<file path="src/rtl/uart_tx.sv">
// Serial transmitter: start bit, DATA_BITS payload LSB first, optional even parity, stop bit.
// Idle line is high; tx_empty signals readiness and tx_done pulses once per completed frame.
module uart_tx #(
  parameter int DATA_BITS    = 2,
  parameter int CLKS_PER_BIT = 16,
  parameter int PARITY_EN    = 0
) (
  input  logic                 txclk,
  input  logic                 reset,
  input  logic                 ld_tx_data,
  input  logic [DATA_BITS-1:0] tx_data,
  input  logic                 tx_enable,
  output logic                 tx_out,
  output logic                 tx_empty,
  output logic                 tx_done
);

  localparam int CW = (CLKS_PER_BIT > 1) ? $clog2(CLKS_PER_BIT) : 1;
  localparam int BW = (DATA_BITS > 1) ? $clog2(DATA_BITS) : 1;
  localparam logic [CW-1:0] CNT_LAST = CW'(CLKS_PER_BIT - 1);
  localparam logic [BW-1:0] BIT_LAST = BW'(DATA_BITS - 1);

  typedef enum logic [2:0] {
    IDLE,
    START,
    DATA,
    PARITY,
    STOP
  } state_t;

  state_t               state_q, state_d;
  logic [CW-1:0]        cnt_q, cnt_d;
  logic [BW-1:0]        bit_q, bit_d;
  logic [DATA_BITS-1:0] sh_q, sh_d;
  logic                 par_q, par_d;
  logic                 out_d, empty_d, done_d;
  logic                 cnt_last;

  assign cnt_last = (cnt_q == CNT_LAST);

  always_ff @(posedge txclk or posedge reset) begin
    if (reset) begin
      state_q  <= IDLE;
      cnt_q    <= '0;
      bit_q    <= '0;
      sh_q     <= '0;
      par_q    <= 1'b0;
      tx_out   <= 1'b1;
      tx_empty <= 1'b1;
      tx_done  <= 1'b0;
    end else begin
      state_q  <= state_d;
      cnt_q    <= cnt_d;
      bit_q    <= bit_d;
      sh_q     <= sh_d;
      par_q    <= par_d;
      tx_out   <= out_d;
      tx_empty <= empty_d;
      tx_done  <= done_d;
    end
  end

  // Each branch computes the value tx_out takes for the next bit period, so the
  // line itself is always a flop output and the start bit appears on the load edge.
  always_comb begin
    state_d = state_q;
    cnt_d   = cnt_q;
    bit_d   = bit_q;
    sh_d    = sh_q;
    par_d   = par_q;
    out_d   = tx_out;
    empty_d = tx_empty;
    done_d  = 1'b0;

    unique case (state_q)
      IDLE: begin
        out_d = 1'b1;
        if (ld_tx_data && tx_enable && tx_empty) begin
          sh_d    = tx_data;
          par_d   = ^tx_data;
          cnt_d   = '0;
          bit_d   = '0;
          out_d   = 1'b0;
          empty_d = 1'b0;
          state_d = START;
        end
      end
      START: begin
        if (cnt_last) begin
          cnt_d   = '0;
          out_d   = sh_q[0];
          sh_d    = sh_q >> 1;
          state_d = DATA;
        end else begin
          cnt_d = cnt_q + 1'b1;
        end
      end
      DATA: begin
        if (cnt_last) begin
          cnt_d = '0;
          if (bit_q == BIT_LAST) begin
            bit_d = '0;
            if (PARITY_EN != 0) begin
              out_d   = par_q;
              state_d = PARITY;
            end else begin
              out_d   = 1'b1;
              state_d = STOP;
            end
          end else begin
            bit_d = bit_q + 1'b1;
            out_d = sh_q[0];
            sh_d  = sh_q >> 1;
          end
        end else begin
          cnt_d = cnt_q + 1'b1;
        end
      end
      PARITY: begin
        if (cnt_last) begin
          cnt_d   = '0;
          out_d   = 1'b1;
          state_d = STOP;
        end else begin
          cnt_d = cnt_q + 1'b1;
        end
      end
      STOP: begin
        if (cnt_last) begin
          cnt_d   = '0;
          out_d   = 1'b1;
          empty_d = 1'b1;
          done_d  = 1'b1;
          state_d = IDLE;
        end else begin
          cnt_d = cnt_q + 1'b1;
        end
      end
      default: begin
        state_d = IDLE;
        out_d   = 1'b1;
        empty_d = 1'b1;
      end
    endcase
  end

endmodule

</file>
<file path="config.mk">
export PLATFORM = sky130hd
export DESIGN_NAME = uart_tx
export DESIGN_NICKNAME = d
export VERILOG_FILES = /design/src/rtl/uart_tx.sv
export SDC_FILE = /design/constraint.sdc
export NUM_CORES = 1
export LEC_CHECK = 0
export ABC_AREA = 1
export CAP_MARGIN = 15
export CORE_MARGIN = 1.5
export CORE_UTILIZATION = 47
export CTS_CLUSTER_DIAMETER = 40
export DETAILED_ROUTE_END_ITERATION = 6
export GPL_TIMING_DRIVEN = 0
export PLACE_DENSITY_LB_ADDON = 0.12
export SYNTH_ARGS = -nofsm -noshare
export SYNTH_HDL_FRONTEND = slang
export SYNTH_SLANG_ARGS = --single-unit
</file>
<file path="constraint.sdc">
create_clock -name txclk -period 1.31 [get_ports txclk]
set_clock_uncertainty 0.2 [all_clocks]
set_input_delay 0.262 -clock txclk [delete_from_list [all_inputs] [get_ports txclk]]
set_output_delay 0.262 -clock txclk [all_outputs]
set_load 0.005 [all_outputs]
</file>
After elaboration in Yosys (flattened, before gate mapping). Cells that the tools add are included.

Add/subtract/negate cells: 2. Equal/unequal tests: 13. Multiplexer cells: 28. Bitwise logic cells: 1. Reduce and logical (&&, ||, !) cells: 15.

Operator list (count): $mux W3 (6); $pmux W3 S5 (1); $ne A2 B2 Y1 const B (7); $mux W1 (10); $reduce_and A3 Y1 (3); $mux W2 (4); $mux W4 (2); $pmux W4 S2 (1); $eq A3 B2 Y1 const B (2); $pmux W2 S3 (1); $reduce_and A6 Y1 (1); $reduce_and A5 Y1 (1); $add A4 B1 Y4 const B (1); $eq A4 B4 Y1 const B (1); $pmux W1 S4 (1); $reduce_bool A2 Y1 (2); $reduce_or A4 Y1 (1); $eq A3 B1 Y1 const B (1); $eq A3 B3 Y1 const B (1); $logic_not A3 Y1 (1); $pmux W1 S3 (1); $reduce_bool A3 Y1 (1); $reduce_or A3 Y1 (1); $logic_and A1 B1 Y1 (2); 6 further kinds (6).

Flip-flop bits (word level): 13. Input port bits: 6. Output and inout bits: 3. Word-level logic and storage cells: 66.

Logic depth before layout (Yosys ltp). Gate-level depths: netlist (run 1).

Depth after elaboration: 4. Gate-level depth with buffers: 9. Depth with buffers taken out: 8.

Least setup slack after synthesis (run 1). No wires, ideal clock.

Path type: register to register. Start point: register cnt_q[0]. End point: register bit_q. Setup time: 126 ps. Arrival: 1104 ps. Data required time: 984 ps. Slack: -120 ps. Cell stages (with the launch flop): 6. Path buffers: 0. Clock period less this slack: 1430 ps. Cells stage by stage: dfrtp_1 ha_1 nand3_4 or2_0 nand2_1 o21ai_0.

Word-level cells in the longest chain between the ends: 3.

Ends and longest elaborated chain: start, declared (RTL line 32) `logic [CW-1:0] cnt_q, cnt_d;`; start signal, assigned (RTL line 53) `cnt_q <= cnt_d;`; $eq A4 B4 Y1 (RTL line 39) `assign cnt_last = (cnt_q == CNT_LAST);`; $ne A2 B2 Y1 (no source line); $reduce_and A3 Y1 (no source line); end signal, assigned (RTL line 54) `bit_q <= bit_d;`; end, declared (RTL line 33) `logic [BW-1:0] bit_q, bit_d;`.

No other way between the ends. A chain may end at the register's enable or synchronous reset.

Worst setup path in the final report (run 1).
Start point: register tx_empty. End point: register bit_q.

Word-level cells in the longest chain between the ends: 3.

Ends and longest elaborated chain: start, declared (RTL line 14) `output logic tx_empty,`; start signal, assigned (RTL line 58) `tx_empty <= empty_d;`; $logic_and A1 B1 Y1 (RTL line 78) `if (ld_tx_data && tx_enable && tx_empty) begin`; $ne A2 B2 Y1 (no source line); $reduce_and A3 Y1 (no source line).

No other way between the ends.

==> run_results.csv, run 1 <==
group,metric,value,unit
sta,drv_slew,0,
floorplanning,io-pin-count,9,
route,dr.first_iter.drc_count,31,
global_routing,grt_first_pass_wirelength,2.787,mm
cts,clkTransAtPathRegs,80,ps
layout,fin_nets,129,
sta,min_period,1545,ps
pwr,vdd_drop_max,1153,uV
critical_path,cp.arrival,1550,ps
synthesis,synth.yosys.seq_area_share,42.60,%
pwr,internal_power,1330,uW
hold_path,min_path_type,"in -> async",
pwr,p_leak,0.0005129,uW
sta,setup_viol,14,
floorplanning,initial_core_util,50.49,%
global_routing,grtUsageMet3,2.917,%
cts,cts_buffers,3,
global_routing,first_global_vias,686,
critical_path,path_delay_family,"flip-flops",
sta,max_freq,647.1,MHz
global_routing,grt_use_met1,23.22,%
synthesis,syn_area_per_cell,7.619,um^2
synthesis,syn_inst,101,
synthesis,synthAdderAreaFrac,1.626,%
sta,slew_headroom,67.24,%
floorplanning,num_rows,14,
route,drc,0,
global_routing,grt.met2_usage,35.52,%
critical_path,required,1320,ps
run,drv_cap,0,
sta,tightest_slew,490.9,ps
global_routing,top_usage_layer,"met2",
pwr,power,2517,uW
pwr,p_seq_share,31.7,%
synthesis,synth-simple-area-share,45.20,%
route,vias,746,
synthesis,synth_area,769.5,um^2
cts,htree_levels,1,
pwr,p_sw_share,47.17,%
route,drt_wl_total,1.819,mm
placed_design,hpwl,1.199,mm
global_routing,grt_use_total,19.84,%
critical_path,path_depth,8,
route,drt-pass1-iter-count,5,
critical_path,path_max_fanout,3,
synthesis,synth_top_family_by_area,"simple AND/OR/NAND/NOR gates",
pwr,clkPwrFrac,10.1,%
placed_design,io_buffer_count,8,
pwr,switchingPower,1187,uW
global_routing,grt_max_degree,14,
synthesis,synth_compound_area_share,5.203,%
synthesis,synthMuxAreaShare,0,%
floorplanning,core,1524,um^2
floorplanning,die_area,1889,um^2
floorplanning,die_h,43.46,um
pwr,power_density,2342,nW/um^2
sta,finalCritPeriodShare,118.0,%
route,wire_per_inst,13.28,um
route,viasPerCell,5.445,
pwr,combPwrFrac,58.2,%
critical_path,startpoint_type,"register",
sta,setup_ws,-235.4,ps
run_status,status,"finished, violations left",
run_status,violations,"negative setup slack",
critical_path,max_stage_delay,540,ps
critical_path,path_buf_inv,2,
layout,drive_above_1_share,42.15,%
layout,utilization,70.53,%
layout,final_common_cell,"nand2_1",
synthesis,synth_seq_cells,13,
cts,worstSkewPairLatency,280,ps
synthesis,syn_nets,108,
cts,cts_tree,"done",
critical_path,r2r_cells,8,
cts,clockBufferDepth,2,
synthesis,ys_types,24,
layout,syn_to_final_growth,39.67,%
layout,diodes,0,
critical_path,crit_slowest_cell,"dfstp_2",
critical_path,cp-end-kind,"register",
critical_path,crit_type,"reg -> reg",
cts,root_buffer,"clkbuf_4",
critical_path,path_cells,"buf_6 > nand2_4 > nor2_4 > buf_4 > nand3_4 > nand2_2 > nand2_1 > o21ai_2",
sta,final_hold_viol_count,0,
synthesis,synth-xor-area-share,0,%
cts,numClockSinks,13,
placed_design,gp_congestion,0.8315,
sta,rsz0062_at_grt,"yes",
global_routing,antenna_found_initial,0,
floorplanning,die_w,43.46,um
route,ant_nets,0,
global_routing,grt_overflow,0,
layout,most-common-layout-cells,"nand2_1 (34), nand2_2 (8), dfrtp_1 (8), nor2_4 (7)",
synthesis,synth_warnings,0,
sequential cells by signal, indices dropped and copies added, names as in the netlist:
register / flops
cnt_q: 4
tx_out: 1
bit_q: 1
sh_q: 2
tx_empty: 1
tx_done: 1
state_q: 3
worst paths after layout:
path                            endpoint      from  slack, ps
worst max-delay path               bit_q  tx_empty       -240
worst min-delay path            cnt_q[2]     reset         90
worst max register to register     bit_q  tx_empty       -240
worst min register to register   sh_q[1]   sh_q[1]        290
max in group asynchronous       cnt_q[0]     reset        460
min in group txclk               sh_q[1]   sh_q[1]        290
Yosys cell counts (all sizes together):
cell / n / area, um^2
a21oi: 1 / 8.760
buf: 1 / 11.26
dfrtp: 11 / 275.3
dfstp: 2 / 52.55
ha: 1 / 12.51
inv: 8 / 30.03
nand2: 43 / 168.9
nand3: 11 / 72.57
nand3b: 1 / 7.510
nand4: 4 / 25.02
nor2: 9 / 51.29
nor3: 2 / 10.01
o211ai: 1 / 7.510
o21ai: 4 / 23.77
or2: 2 / 12.52
repair_timing:
action                                  CTS  global route
pin swaps                                 7             4
endpoints found under the hold margin     0             0
endpoints found under the setup margin   16            15
setup buffers                             5             3
resized for setup                        24            15
hold buffers                              0             0
worst reg2reg max path, cell delays in order (launching register included):
cell and delay, ps:
dfstp_2 540, buf_6 100, nand2_4 40, nor2_4 130, buf_4 140, nand3_4 80, nand2_2 90, nand2_1 70
o21ai_2 70
layout make-up:
| cell class | instances | area (um^2) |
|---|---|---|
| Tap cell | 16 | 20.02 |
| Sequential cell | 13 | 331.6 |
| Buffer | 1 | 11.26 |
| Fill cell | 126 | 449.2 |
| Inverter | 8 | 32.53 |
| Multi-Input combinational cell | 79 | 510.5 |
| Clock buffer | 4 | 26.28 |
| Timing Repair Buffer | 16 | 142.6 |
cell families after synthesis:
group	Yosys count
compound gates	6
fa+ha+maj	1
buf+inv	9
flops	13
simple gates	72
metrics by stage:
step | worst slack, ps | instance area [um^2] | setup TNS [ps] | hold slack, ps | std cells
global route | -259.9 | 1075 | -2872 | 167.8 | 137
detailed placement | -405.4 | 894.6 | -4191 | 280.7 | 125
CTS | -231.7 | 1001 | -2397 | 122.3 | 134
finish | -235.4 | 1075 | -2176 | 94.18 | 137
global placement | -354.6 | 894.6 | -3757 | 257.0 | 125
floorplan | -66.28 | 794.5 | -348.3 | -62.47 | 101
per-layer routing:
metal | vias to the layer above | share of wire [%]
met5 | - | 0
met4 | 0 | 2.9
met3 | 7 | 5.7
met2 | 32 | 50
met1 | 338 | 41
li1 | 369 | -
power by group through the flow:
stage / logic (uW) / clock network [uW] / registers, uW
floorplan: 892 / 0 / 740
global placement: 1120 / 0 / 762
detailed placement: 1150 / 0 / 773
CTS: 1350 / 257 / 765
global route: 1640 / 277 / 810
finish: 1470 / 254 / 797
(Power assumes the default switching activity.)
==> inputs of run 2 (changes only) <==
REMOVE_ABC_BUFFERS = 1   (was not set)
SLEW_MARGIN = 20   (was not set)
==> run_results.csv, run 2 (synthesized netlist as in run 1, its figures left out) <==
group,metric,value,unit
cts,htree_levels,1,
run,drv_cap,0,
placed_design,hpwl,1.115,mm
critical_path,crit_top_cell,"nand2_1",
critical_path,path_delay_family,"flip-flops",
critical_path,crit_slowest_cell,"dfrtp_2",
layout,instances_no_fill,140,
sta,min_period,1479,ps
route,vias,756,
critical_path,max_stage_delay,490,ps
sta,finalCritPeriodShare,112.9,%
cts,worstSkewPairLatency,280,ps
hold_path,min_path_type,"in -> async",
global_routing,grt_first_pass_wirelength,2.898,mm
route,drt-pass1-iter-count,4,
global_routing,grt_use_total,21.27,%
sta,tightest_slew,487.3,ps
route,wire_per_inst,13.05,um
floorplanning,die_h,43.46,um
critical_path,path_max_fanout,5,
cts,root_buffer,"clkbuf_4",
pwr,vdd_drop_max,1344,uV
floorplanning,die_area,1889,um^2
cts,cts_tree,"done",
critical_path,startpoint_type,"register",
sta,slew_headroom,67.48,%
layout,syn_to_final_growth,43.25,%
floorplanning,die_w,43.46,um
sta,drv_slew,0,
placed_design,dp.cells,124,
global_routing,grt_overflow,0,
placed_design,io_buffer_count,8,
global_routing,grt_max_degree,14,
critical_path,required,1290,ps
pwr,power,2857,uW
sta,setup_viol,14,
cts,cts_buffers,3,
layout,diodes,0,
sta,max_freq,676.3,MHz
placed_design,gp_congestion,0.8240,
route,viasPerCell,5.400,
layout,max_flop_register,"cnt_q",
cts,numClockSinks,13,
route,dr.first_iter.drc_count,35,
route,ant_nets,0,
critical_path,cp.arrival,1450,ps
cts,clkTransAtPathRegs,70,ps
layout,top_regs,"cnt_q x4, state_q x3, sh_q x2",
layout,drive_above_1_share,45.97,%
global_routing,first_global_vias,712,
layout,final_common_cell,"nand2_1",
pwr,p_leak,0.0005339,uW
layout,utilization,72.33,%
sta,final_hold_viol_count,0,
run_status,violations,"negative setup slack",
floorplanning,io-pin-count,9,
sta,setup_ws,-168.5,ps
layout,fin_nets,132,
cts,clockBufferDepth,2,
floorplanning,num_rows,14,
route,drc,0,
run_status,status,"finished, violations left",
critical_path,path_buf_inv,1,
floorplanning,core,1524,um^2
floorplanning,initial_core_util,50.49,%
critical_path,crit_type,"reg -> reg",
critical_path,path_cells,"nor2_4 > buf_6 > nor2_4 > a21oi_2 > nand2_1 > nand2_1 > nand2_1",
layout,most-common-layout-cells,"nand2_1 (32), buf_4 (9), nand2_2 (8), dfrtp_1 (8), nor2_4 (7)",
global_routing,antenna_found_initial,0,
route,drt_wl_total,1.827,mm
layout,largest_reg_flops,4,
pwr,power_density,2592,nW/um^2
sta,rsz0062_at_grt,"yes",
critical_path,cp-end-kind,"register",
## run 2: power by group
part / switching [uW] / internal, uW
Clock: 129 / 118
Sequential: 222 / 597
Combinational: 1010 / 786
Total: 1360 / 1500
## run 2: through the flow
stage | TNS, ps | cell area [um^2] | hold WS (ps) | setup WS, ps
after CTS | -1217 | 1052 | 122.1 | -130.3
after global routing | -2201 | 1102 | 182.9 | -247.2
after detailed placement | -4750 | 858.3 | 259.3 | -436.5
after floorplan | -749.4 | 758.2 | -62.47 | -120.0
after global placement | -4665 | 858.3 | 256.1 | -424.8
final | -1368 | 1102 | 101.6 | -168.5
## run 2: metal layers
layer / vias up / GRT usage, % / wire [um]
met5: - / 0 / 0
met2: 24 / 35.22 / 895
met1: 352 / 27.32 / 803
li1: 373 / - / -
met4: 0 / 10.91 / 52
met3: 7 / 2.500 / 76
## run 2: final timing paths
path / from / endpoint / slack (ps) / cells past startpoint
max in group asynchronous: reset / state_q[1] / 450 / 2
hold / removal: reset / cnt_q[2] / 100 / 2
hold reg to reg: sh_q[1] / sh_q[1] / 280 / 2
setup reg to reg: state_q[0] / sh_q[0] / -170 / 7
min in group txclk: sh_q[1] / sh_q[1] / 280 / 2
setup / recovery: state_q[0] / sh_q[0] / -170 / 7
## run 2: area by class of cell
type                            instances  area [um^2]
Multi-Input combinational cell         79        521.8
Sequential cell                        13        331.6
Inverter                                8        30.03
Tap cell                               16        20.02
Timing Repair Buffer                   20        172.7
Fill cell                             109        421.7
Clock buffer                            4        26.28
## run 2: what timing repair did
item	CTS	global route
hold buffers	0	0
endpoints found under the setup margin	16	16
buffers inserted	11	1
resized for setup	40	11
pin swaps	5	9
## run 2: worst reg2reg max path, stage by stage (launching register included)
cell	delay (ps)
dfrtp_2	490
nor2_4	170
buf_6	120
nor2_4	40
a21oi_2	170
nand2_1	90
nand2_1	60
nand2_1	40
